==> src/rtl/weight_bram_sequencer_if.sv <==
// Bundle of control, load-stream, output-stream and BRAM port signals for weight_bram_sequencer.
// master = sequencer side, slave = layer controller / MAC / BRAM side.
interface weight_bram_sequencer_if #(
    parameter int unsigned AW = 5,
    parameter int unsigned DW = 16
);
    logic          start;
    logic          mode;
    logic [DW-1:0] load_data;
    logic          load_valid;
    logic          load_ready;
    logic [DW-1:0] out_data;
    logic          out_valid;
    logic          out_ready;
    logic          out_last;
    logic          busy;
    logic          done;
    logic [AW-1:0] bram_addr;
    logic [DW-1:0] bram_di;
    logic          bram_en;
    logic          bram_we;
    logic [DW-1:0] bram_do;

    modport master (
        input  start, mode, load_data, load_valid, out_ready, bram_do,
        output load_ready, out_data, out_valid, out_last, busy, done,
               bram_addr, bram_di, bram_en, bram_we
    );

    modport slave (
        output start, mode, load_data, load_valid, out_ready, bram_do,
        input  load_ready, out_data, out_valid, out_last, busy, done,
               bram_addr, bram_di, bram_en, bram_we
    );
endinterface

==> src/rtl/weight_bram_sequencer.sv <==
// Loads or streams one neuron's weight BRAM (1-cycle read latency) behind valid/ready handshakes.
// Optional macro WSEQ_CHECKSUM_EN adds a running wrapping checksum output port.
module weight_bram_sequencer #(
    parameter int unsigned DEPTH = 28,
    parameter int unsigned AW    = 5,
    parameter int unsigned DW    = 16
) (
    input  logic                    CLK,
    input  logic                    RST,
    weight_bram_sequencer_if.master bus
`ifdef WSEQ_CHECKSUM_EN
    ,
    output logic [DW-1:0]           checksum
`endif
);
    typedef enum logic [1:0] {StIdle, StLoad, StStream, StFinish} state_e;

    localparam logic [AW:0] DepthC   = (AW+1)'(DEPTH);
    localparam logic [AW:0] LastAddr = (AW+1)'(DEPTH - 1);

    state_e               state_q, state_d;
    logic [AW:0]          cnt_q, cnt_d;
    logic [1:0][DW-1:0]   fifo_data_q, fifo_data_d;
    logic [1:0]           fifo_last_q, fifo_last_d;
    logic [1:0]           fifo_cnt_q, fifo_cnt_d;
    logic                 wr_ptr_q, wr_ptr_d, rd_ptr_q, rd_ptr_d;
    logic                 inflight_q, inflight_d, inflight_last_q, inflight_last_d;
    logic                 bram_en_q, bram_en_d, bram_we_q, bram_we_d;
    logic [AW-1:0]        bram_addr_q, bram_addr_d;
    logic [DW-1:0]        bram_di_q, bram_di_d;
    logic                 load_fire, pop, push, issue;
    logic [1:0]           occ;
`ifdef WSEQ_CHECKSUM_EN
    logic [DW-1:0]        checksum_q, checksum_d;
`endif

    assign bus.load_ready = (state_q == StLoad);
    assign bus.busy       = (state_q == StLoad) || (state_q == StStream);
    assign bus.done       = (state_q == StFinish);
    assign bus.out_valid  = (fifo_cnt_q != 2'd0);
    assign bus.out_data   = fifo_data_q[rd_ptr_q];
    assign bus.out_last   = bus.out_valid && fifo_last_q[rd_ptr_q];
    assign bus.bram_en    = bram_en_q;
    assign bus.bram_we    = bram_we_q;
    assign bus.bram_addr  = bram_addr_q;
    assign bus.bram_di    = bram_di_q;

    assign load_fire = (state_q == StLoad) && bus.load_valid;
    assign pop       = bus.out_valid && bus.out_ready;
    assign push      = inflight_q;
    // A slot freed by this cycle's pop may be refilled by this cycle's read.
    assign occ       = fifo_cnt_q + {1'b0, inflight_q} - {1'b0, pop};
    assign issue     = (state_q == StStream) && (cnt_q < DepthC) && (occ < 2'd2);

    always_comb begin
        state_d         = state_q;
        cnt_d           = cnt_q;
        fifo_data_d     = fifo_data_q;
        fifo_last_d     = fifo_last_q;
        wr_ptr_d        = wr_ptr_q;
        rd_ptr_d        = rd_ptr_q;
        inflight_d      = 1'b0;
        inflight_last_d = inflight_last_q;
        bram_en_d       = 1'b0;
        bram_we_d       = 1'b0;
        bram_addr_d     = bram_addr_q;
        bram_di_d       = bram_di_q;
`ifdef WSEQ_CHECKSUM_EN
        checksum_d      = checksum_q;
`endif

        case (state_q)
            StIdle: begin
                if (bus.start) begin
                    state_d = bus.mode ? StLoad : StStream;
                    cnt_d   = '0;
`ifdef WSEQ_CHECKSUM_EN
                    checksum_d = '0;
`endif
                end
            end
            StLoad: begin
                if (load_fire) begin
                    bram_en_d   = 1'b1;
                    bram_we_d   = 1'b1;
                    bram_addr_d = cnt_q[AW-1:0];
                    bram_di_d   = bus.load_data;
                    cnt_d       = cnt_q + (AW+1)'(1);
`ifdef WSEQ_CHECKSUM_EN
                    checksum_d  = checksum_q + bus.load_data;
`endif
                    if (cnt_q == LastAddr) begin
                        state_d = StFinish;
                    end
                end
            end
            StStream: begin
                if (issue) begin
                    bram_en_d       = 1'b1;
                    bram_addr_d     = cnt_q[AW-1:0];
                    cnt_d           = cnt_q + (AW+1)'(1);
                    inflight_d      = 1'b1;
                    inflight_last_d = (cnt_q == LastAddr);
                end
                if (pop) begin
`ifdef WSEQ_CHECKSUM_EN
                    checksum_d = checksum_q + bus.out_data;
`endif
                    if (fifo_last_q[rd_ptr_q]) begin
                        state_d = StFinish;
                    end
                end
            end
            StFinish: state_d = StIdle;
            default:  state_d = StIdle;
        endcase

        if (push) begin
            fifo_data_d[wr_ptr_q] = bus.bram_do;
            fifo_last_d[wr_ptr_q] = inflight_last_q;
            wr_ptr_d              = ~wr_ptr_q;
        end
        if (pop) begin
            rd_ptr_d = ~rd_ptr_q;
        end
        fifo_cnt_d = fifo_cnt_q + {1'b0, push} - {1'b0, pop};
    end

    always_ff @(posedge CLK) begin
        if (RST) begin
            state_q         <= StIdle;
            cnt_q           <= '0;
            fifo_data_q     <= '0;
            fifo_last_q     <= '0;
            fifo_cnt_q      <= '0;
            wr_ptr_q        <= 1'b0;
            rd_ptr_q        <= 1'b0;
            inflight_q      <= 1'b0;
            inflight_last_q <= 1'b0;
            bram_en_q       <= 1'b0;
            bram_we_q       <= 1'b0;
            bram_addr_q     <= '0;
            bram_di_q       <= '0;
        end else begin
            state_q         <= state_d;
            cnt_q           <= cnt_d;
            fifo_data_q     <= fifo_data_d;
            fifo_last_q     <= fifo_last_d;
            fifo_cnt_q      <= fifo_cnt_d;
            wr_ptr_q        <= wr_ptr_d;
            rd_ptr_q        <= rd_ptr_d;
            inflight_q      <= inflight_d;
            inflight_last_q <= inflight_last_d;
            bram_en_q       <= bram_en_d;
            bram_we_q       <= bram_we_d;
            bram_addr_q     <= bram_addr_d;
            bram_di_q       <= bram_di_d;
        end
    end

`ifdef WSEQ_CHECKSUM_EN
    always_ff @(posedge CLK) begin
        if (RST) begin
            checksum_q <= '0;
        end else begin
            checksum_q <= checksum_d;
        end
    end

    assign checksum = checksum_q;
`endif

endmodule

==> src/flat_wrapper.sv <==
// flat-port wrapper written by rule: the top's interface ports become plain ports
module weight_bram_sequencer_flat 
#(
    parameter int unsigned DEPTH = 28,
    parameter int unsigned AW    = 5,
    parameter int unsigned DW    = 16
)
  (CLK, RST, bus_start, bus_mode, bus_load_data, bus_load_valid, bus_out_ready, bus_bram_do, bus_load_ready, bus_out_data, bus_out_valid, bus_out_last, bus_busy, bus_done, bus_bram_addr, bus_bram_di, bus_bram_en, bus_bram_we);
  weight_bram_sequencer_if #(.AW(AW), .DW(DW)) bus_i ();
  input  logic CLK;
  input  logic RST;
  input wire logic [$bits(bus_i.start)-1:0] bus_start;
  input wire logic [$bits(bus_i.mode)-1:0] bus_mode;
  input wire logic [$bits(bus_i.load_data)-1:0] bus_load_data;
  input wire logic [$bits(bus_i.load_valid)-1:0] bus_load_valid;
  input wire logic [$bits(bus_i.out_ready)-1:0] bus_out_ready;
  input wire logic [$bits(bus_i.bram_do)-1:0] bus_bram_do;
  output wire logic [$bits(bus_i.load_ready)-1:0] bus_load_ready;
  output wire logic [$bits(bus_i.out_data)-1:0] bus_out_data;
  output wire logic [$bits(bus_i.out_valid)-1:0] bus_out_valid;
  output wire logic [$bits(bus_i.out_last)-1:0] bus_out_last;
  output wire logic [$bits(bus_i.busy)-1:0] bus_busy;
  output wire logic [$bits(bus_i.done)-1:0] bus_done;
  output wire logic [$bits(bus_i.bram_addr)-1:0] bus_bram_addr;
  output wire logic [$bits(bus_i.bram_di)-1:0] bus_bram_di;
  output wire logic [$bits(bus_i.bram_en)-1:0] bus_bram_en;
  output wire logic [$bits(bus_i.bram_we)-1:0] bus_bram_we;
  assign bus_i.start = bus_start;
  assign bus_i.mode = bus_mode;
  assign bus_i.load_data = bus_load_data;
  assign bus_i.load_valid = bus_load_valid;
  assign bus_i.out_ready = bus_out_ready;
  assign bus_i.bram_do = bus_bram_do;
  assign bus_load_ready = bus_i.load_ready;
  assign bus_out_data = bus_i.out_data;
  assign bus_out_valid = bus_i.out_valid;
  assign bus_out_last = bus_i.out_last;
  assign bus_busy = bus_i.busy;
  assign bus_done = bus_i.done;
  assign bus_bram_addr = bus_i.bram_addr;
  assign bus_bram_di = bus_i.bram_di;
  assign bus_bram_en = bus_i.bram_en;
  assign bus_bram_we = bus_i.bram_we;
  weight_bram_sequencer #(.DEPTH(DEPTH), .AW(AW), .DW(DW)) u_core (.CLK(CLK), .RST(RST), .bus(bus_i));
endmodule
==> config.mk <==
export PLATFORM = sky130hd
export DESIGN_NAME = weight_bram_sequencer_flat
export DESIGN_NICKNAME = d
export VERILOG_FILES = /design/src/rtl/weight_bram_sequencer_if.sv /design/src/rtl/weight_bram_sequencer.sv /design/src/flat_wrapper.sv
export SDC_FILE = /design/constraint.sdc
export NUM_CORES = 1
export LEC_CHECK = 0
export CAP_MARGIN = 20
export CORE_MARGIN = 5
export CORE_UTILIZATION = 40
export CTS_CLUSTER_DIAMETER = 100
export DETAILED_ROUTE_END_ITERATION = 8
export PLACE_DENSITY = 0.64
export REMOVE_ABC_BUFFERS = 1
export SETUP_SLACK_MARGIN = 0.02
export SYNTH_ARGS = -nofsm -noshare
export SYNTH_HDL_FRONTEND = slang
export SYNTH_SLANG_ARGS = --single-unit
==> constraint.sdc <==
create_clock -name CLK -period 2.57 [get_ports CLK]
set_input_delay 0.257 -clock CLK [delete_from_list [all_inputs] [get_ports CLK]]
set_output_delay 0.257 -clock CLK [all_outputs]
set_load 0.005 [all_outputs]
==> impl_metrics.csv <==
group,metric,value,unit
outcome,status,"finished, final reports clean",
yosys,yosysSeqAreaShare,47.5,%
final_layout,final-seq-area,1420,um2
global_route,grt_pass1_wl,12200,um
global_route,grt_overflow,0,
global_route,grt_max_degree,44,
worst_setup_path,cp_max_fo,6,
yosys,async_flop_share,0,%
worst_setup_path,worst_setup_path_end_kind,"flip-flop",
worst_setup_path,critPathSlowestCell,"or3_1",
yosys,synth_fa_ha_area_share,2.93,%
cts,clock_latency,340,ps
cts,htree_levels,3,
cts,cts_resized,0,
cts,cts_buffers,9,
yosys,syn-instance-count,361,
sta,slew_violations,0,
sta,setup_tns,0,ps
global_route,groute.usage.overall,16.9,%
yosys,synthSimpleGateAreaFrac,21.7,%
final_layout,multi_input_area,1450,um2
final_layout,fin_nets,480,
detailed_routing,vias_per_cell,4.86,
yosys,synth_edf_count,0,
power_and_ir_drop,ir_worst_vdd,0.000336,V
global_route,grtUsageMet1,21.0,%
yosys,synth_flop_cell,"dfxtp_1",
yosys,synth.ff_latch_count,71,
final_layout,diodes,0,
sta,worst_pin_slew,707,ps
yosys,synth_warnings,0,
detailed_routing,drt_iter0_drc,92,
power_and_ir_drop,leakage,1.48,nW
sta,fmaxAchievable,446,MHz
sta,hold_viol_final,0,
worst_setup_path,required,2790,ps
worst_setup_path,path_cells,"o21ai_1 > inv_1 > ha_1 > inv_1 > ha_1 > xnor3_1 > a21boi_2 > or3_1 > mux2i_1",
final_layout,drive_gt1_share,9.32,%
final_layout,area_delta_synth_final,36.7,%
die,die_y,96.5,um
cts,cts.hold.buffers_added,0,
global_route,first_global_vias,2516,
sta,setup_slack,328,ps
place,routabilityCongestion,0.829,
die,start_util,41.2,%
global_route,use_met2,27.8,%
detailed_routing,drt_wl_total,7450,um
worst_setup_path,cp-start-kind,"flip-flop",
global_route,antenna_found_initial,0,
die,dieArea,9310,um2
sta,finalCritPeriodShare,87.2,%
sta,grt_setup_unrepaired,"no",
place,io_buffers,81,
yosys,synth_top_family_by_area,"simple AND/OR/NAND/NOR gates",
cts,cts_tree,"yes",
final_layout,nFillCells,686,
yosys,synth_area,2990,um2
sta,skew,8.30,ps
place,post-dp-hpwl,5100,um
detailed_routing,postRouteAntennaNets,0,
worst_setup_path,crit_type,"reg2reg",
yosys,synth.avg_cell_area,8.28,um2
global_route,grt-busiest-layer,"met2",
sta,slew_headroom,52.8,%
detailed_routing,remaining_drc_errors,0,
run,drv_cap,0,
die,rows,31,
worst_setup_path,slowest_delay,520,ps
die,coreArea,7250,um2
detailed_routing,drt_first_pass_iters,4,
yosys,synth-xor-area-share,1.05,%
die,chipWidth,96.5,um
die,num_io_pins,82,
global_route,use_met3,5.73,%
detailed_routing,vias,2621,
worst_setup_path,crit_arrival,2460,ps
power_and_ir_drop,powerDensity,840,nW/um2
sta,timing.final.crit_period,2240,ps
worst_hold_path,hp-class,"in2reg",
cts,cts.sinks,71,
sta,setup_violations,0,
cts,cts_max_path_buffers,2,
yosys,synth_cell_types,40,
yosys,muxShareOfSynthArea,8.37,%
cts,post_cts_buffers,0,
place,place_ws,42.1,ps
cts,root_buffer,"clkbuf_8",
yosys,synth_compound_area_share,14.4,%
detailed_routing,wl_per_cell,13.8,um
cts,cts.clk_slew.worst_paths,80,ps
final cells by class:
cell class | instances | share of cell area (%)
flip-flops and latches | 71 | 34.8
multi-input cells | 259 | 35.5
inverters | 9 | 0.827
repair buffers | 85 | 20.5
clock inverters | 5 | 1.99
clock buffers | 11 | 3.46
well taps | 99 | 3.03
metal layers:
layer  part of all wire, %  routed length [um]  vias to the layer above
li1                      -                   -                     1353
met5                     0                   0                        -
met3                   6.4                 479                        7
met4                   1.0                  76                        0
met2                    48                3600                       68
met1                    44                3290                     1193
worst max-delay path, delay by kind of cell (launching register included):
kind	cells	cell delay, ps
XOR/XNOR	1	270
AND/OR/NAND/NOR	1	520
flip-flops	1	320
buffers and inverters	2	100
multiplexers	1	180
adder cells (fa/ha/maj)	2	460
AO/OA/AOI/OAI	2	280
where the power goes:
part           switching, W  internal [W]  total (W)
Clock              0.000408      0.000573   0.000981
Combinational      0.000564      0.000580    0.00114
Sequential        0.0000864       0.00122    0.00131
Total               0.00106       0.00238    0.00343
path summary, 6_finish.rpt:
| path | start | endpoint | slack [ps] | cells past startpoint |
|---|---|---|---|---|
| min | RST | u_core.bus.bram_we | 360 | 2 |
| min reg2reg | u_core.fifo_data_q[2] | u_core.fifo_data_q[2] | 450 | 2 |
| max | u_core.fifo_cnt_q[0] | u_core.bus.bram_addr[2] | 330 | 9 |
| max reg2reg | u_core.fifo_cnt_q[0] | u_core.bus.bram_addr[2] | 330 | 9 |
Yosys cell counts, types with 2 or more instances:
library cell  instances  area (um2)
o22ai_1               2        12.5
mux2_2               16         180
mux2i_1               7        70.1
nor2b_1               3        18.8
a211oi_1              2        15.0
and2_1                3        18.8
or4_1                 2        15.0
nor2_1               10        37.5
nor3_1                3        15.0
or3_1                 3        18.8
nand3_1               5        25.0
buf_1                 3        11.3
dfxtp_1              71        1420
clkbuf_1             16        60.1
a21oi_1              53         265
o21ai_0               3        15.0
buf_2                 3        15.0
a31oi_1               2        12.5
ha_1                  7        87.6
o21a_1                2        15.0
inv_1                 9        33.8
nand2b_1              3        18.8
nand2_1             116         435
stage by stage:
step	total power, W	hold WS, ps	area (um2)	instances	util (%)
finish	0.00343	363	4090	539	56.3
global route	0.00366	375	4090	539	56.3
CTS	0.00348	339	4090	539	56.3
detailed placement	0.00249	444	3860	523	53.3
global placement	0.00248	438	3860	523	53.3
floorplan	0.00200	326	2900	339	-
cell families (layout without fill, tap and decap cells):
family / Yosys count / count (layout)
multiplexers: 23 / 23
AND/OR/NAND/NOR: 153 / 153
AO/OA/AOI/OAI: 74 / 74
flip-flops: 71 / 71
buffers and inverters: 31 / 110
adder cells (fa/ha/maj): 7 / 7
XOR/XNOR: 2 / 2
cells in the final DEF, fill, tap and decap left out, drive strengths merged, types with 2 or more instances in the layout:
master | netlist | final
clkdlybuf4s50 | 0 | 80
nand2b | 3 | 3
nand3 | 5 | 5
a21oi | 53 | 53
nand2 | 116 | 116
o21ai | 4 | 4
bufinv | 0 | 2
or3 | 4 | 4
o41ai | 2 | 2
o21a | 2 | 2
a211oi | 2 | 2
or4 | 2 | 2
clkbuf | 16 | 11
mux2 | 16 | 16
o22ai | 2 | 2
nor2 | 10 | 10
a31oi | 2 | 2
ha | 7 | 7
mux2i | 7 | 7
buf | 6 | 5
and2 | 3 | 3
nor3 | 3 | 3
inv | 9 | 9
nor2b | 4 | 4
clkinv | 0 | 2
dfxtp | 71 | 71
state kept, by name, indices dropped and copies added, names as in the netlist, 2 cells and up:
| name | cells |
|---|---|
| u_core.bus.bram_addr | 5 |
| u_core.fifo_data_q | 32 |
| u_core.bus.bram_di | 16 |
| u_core.state_q | 2 |
| u_core.fifo_cnt_q | 2 |
| u_core.cnt_q | 6 |
| u_core.fifo_last_q | 2 |
(Power assumes the default switching activity.)
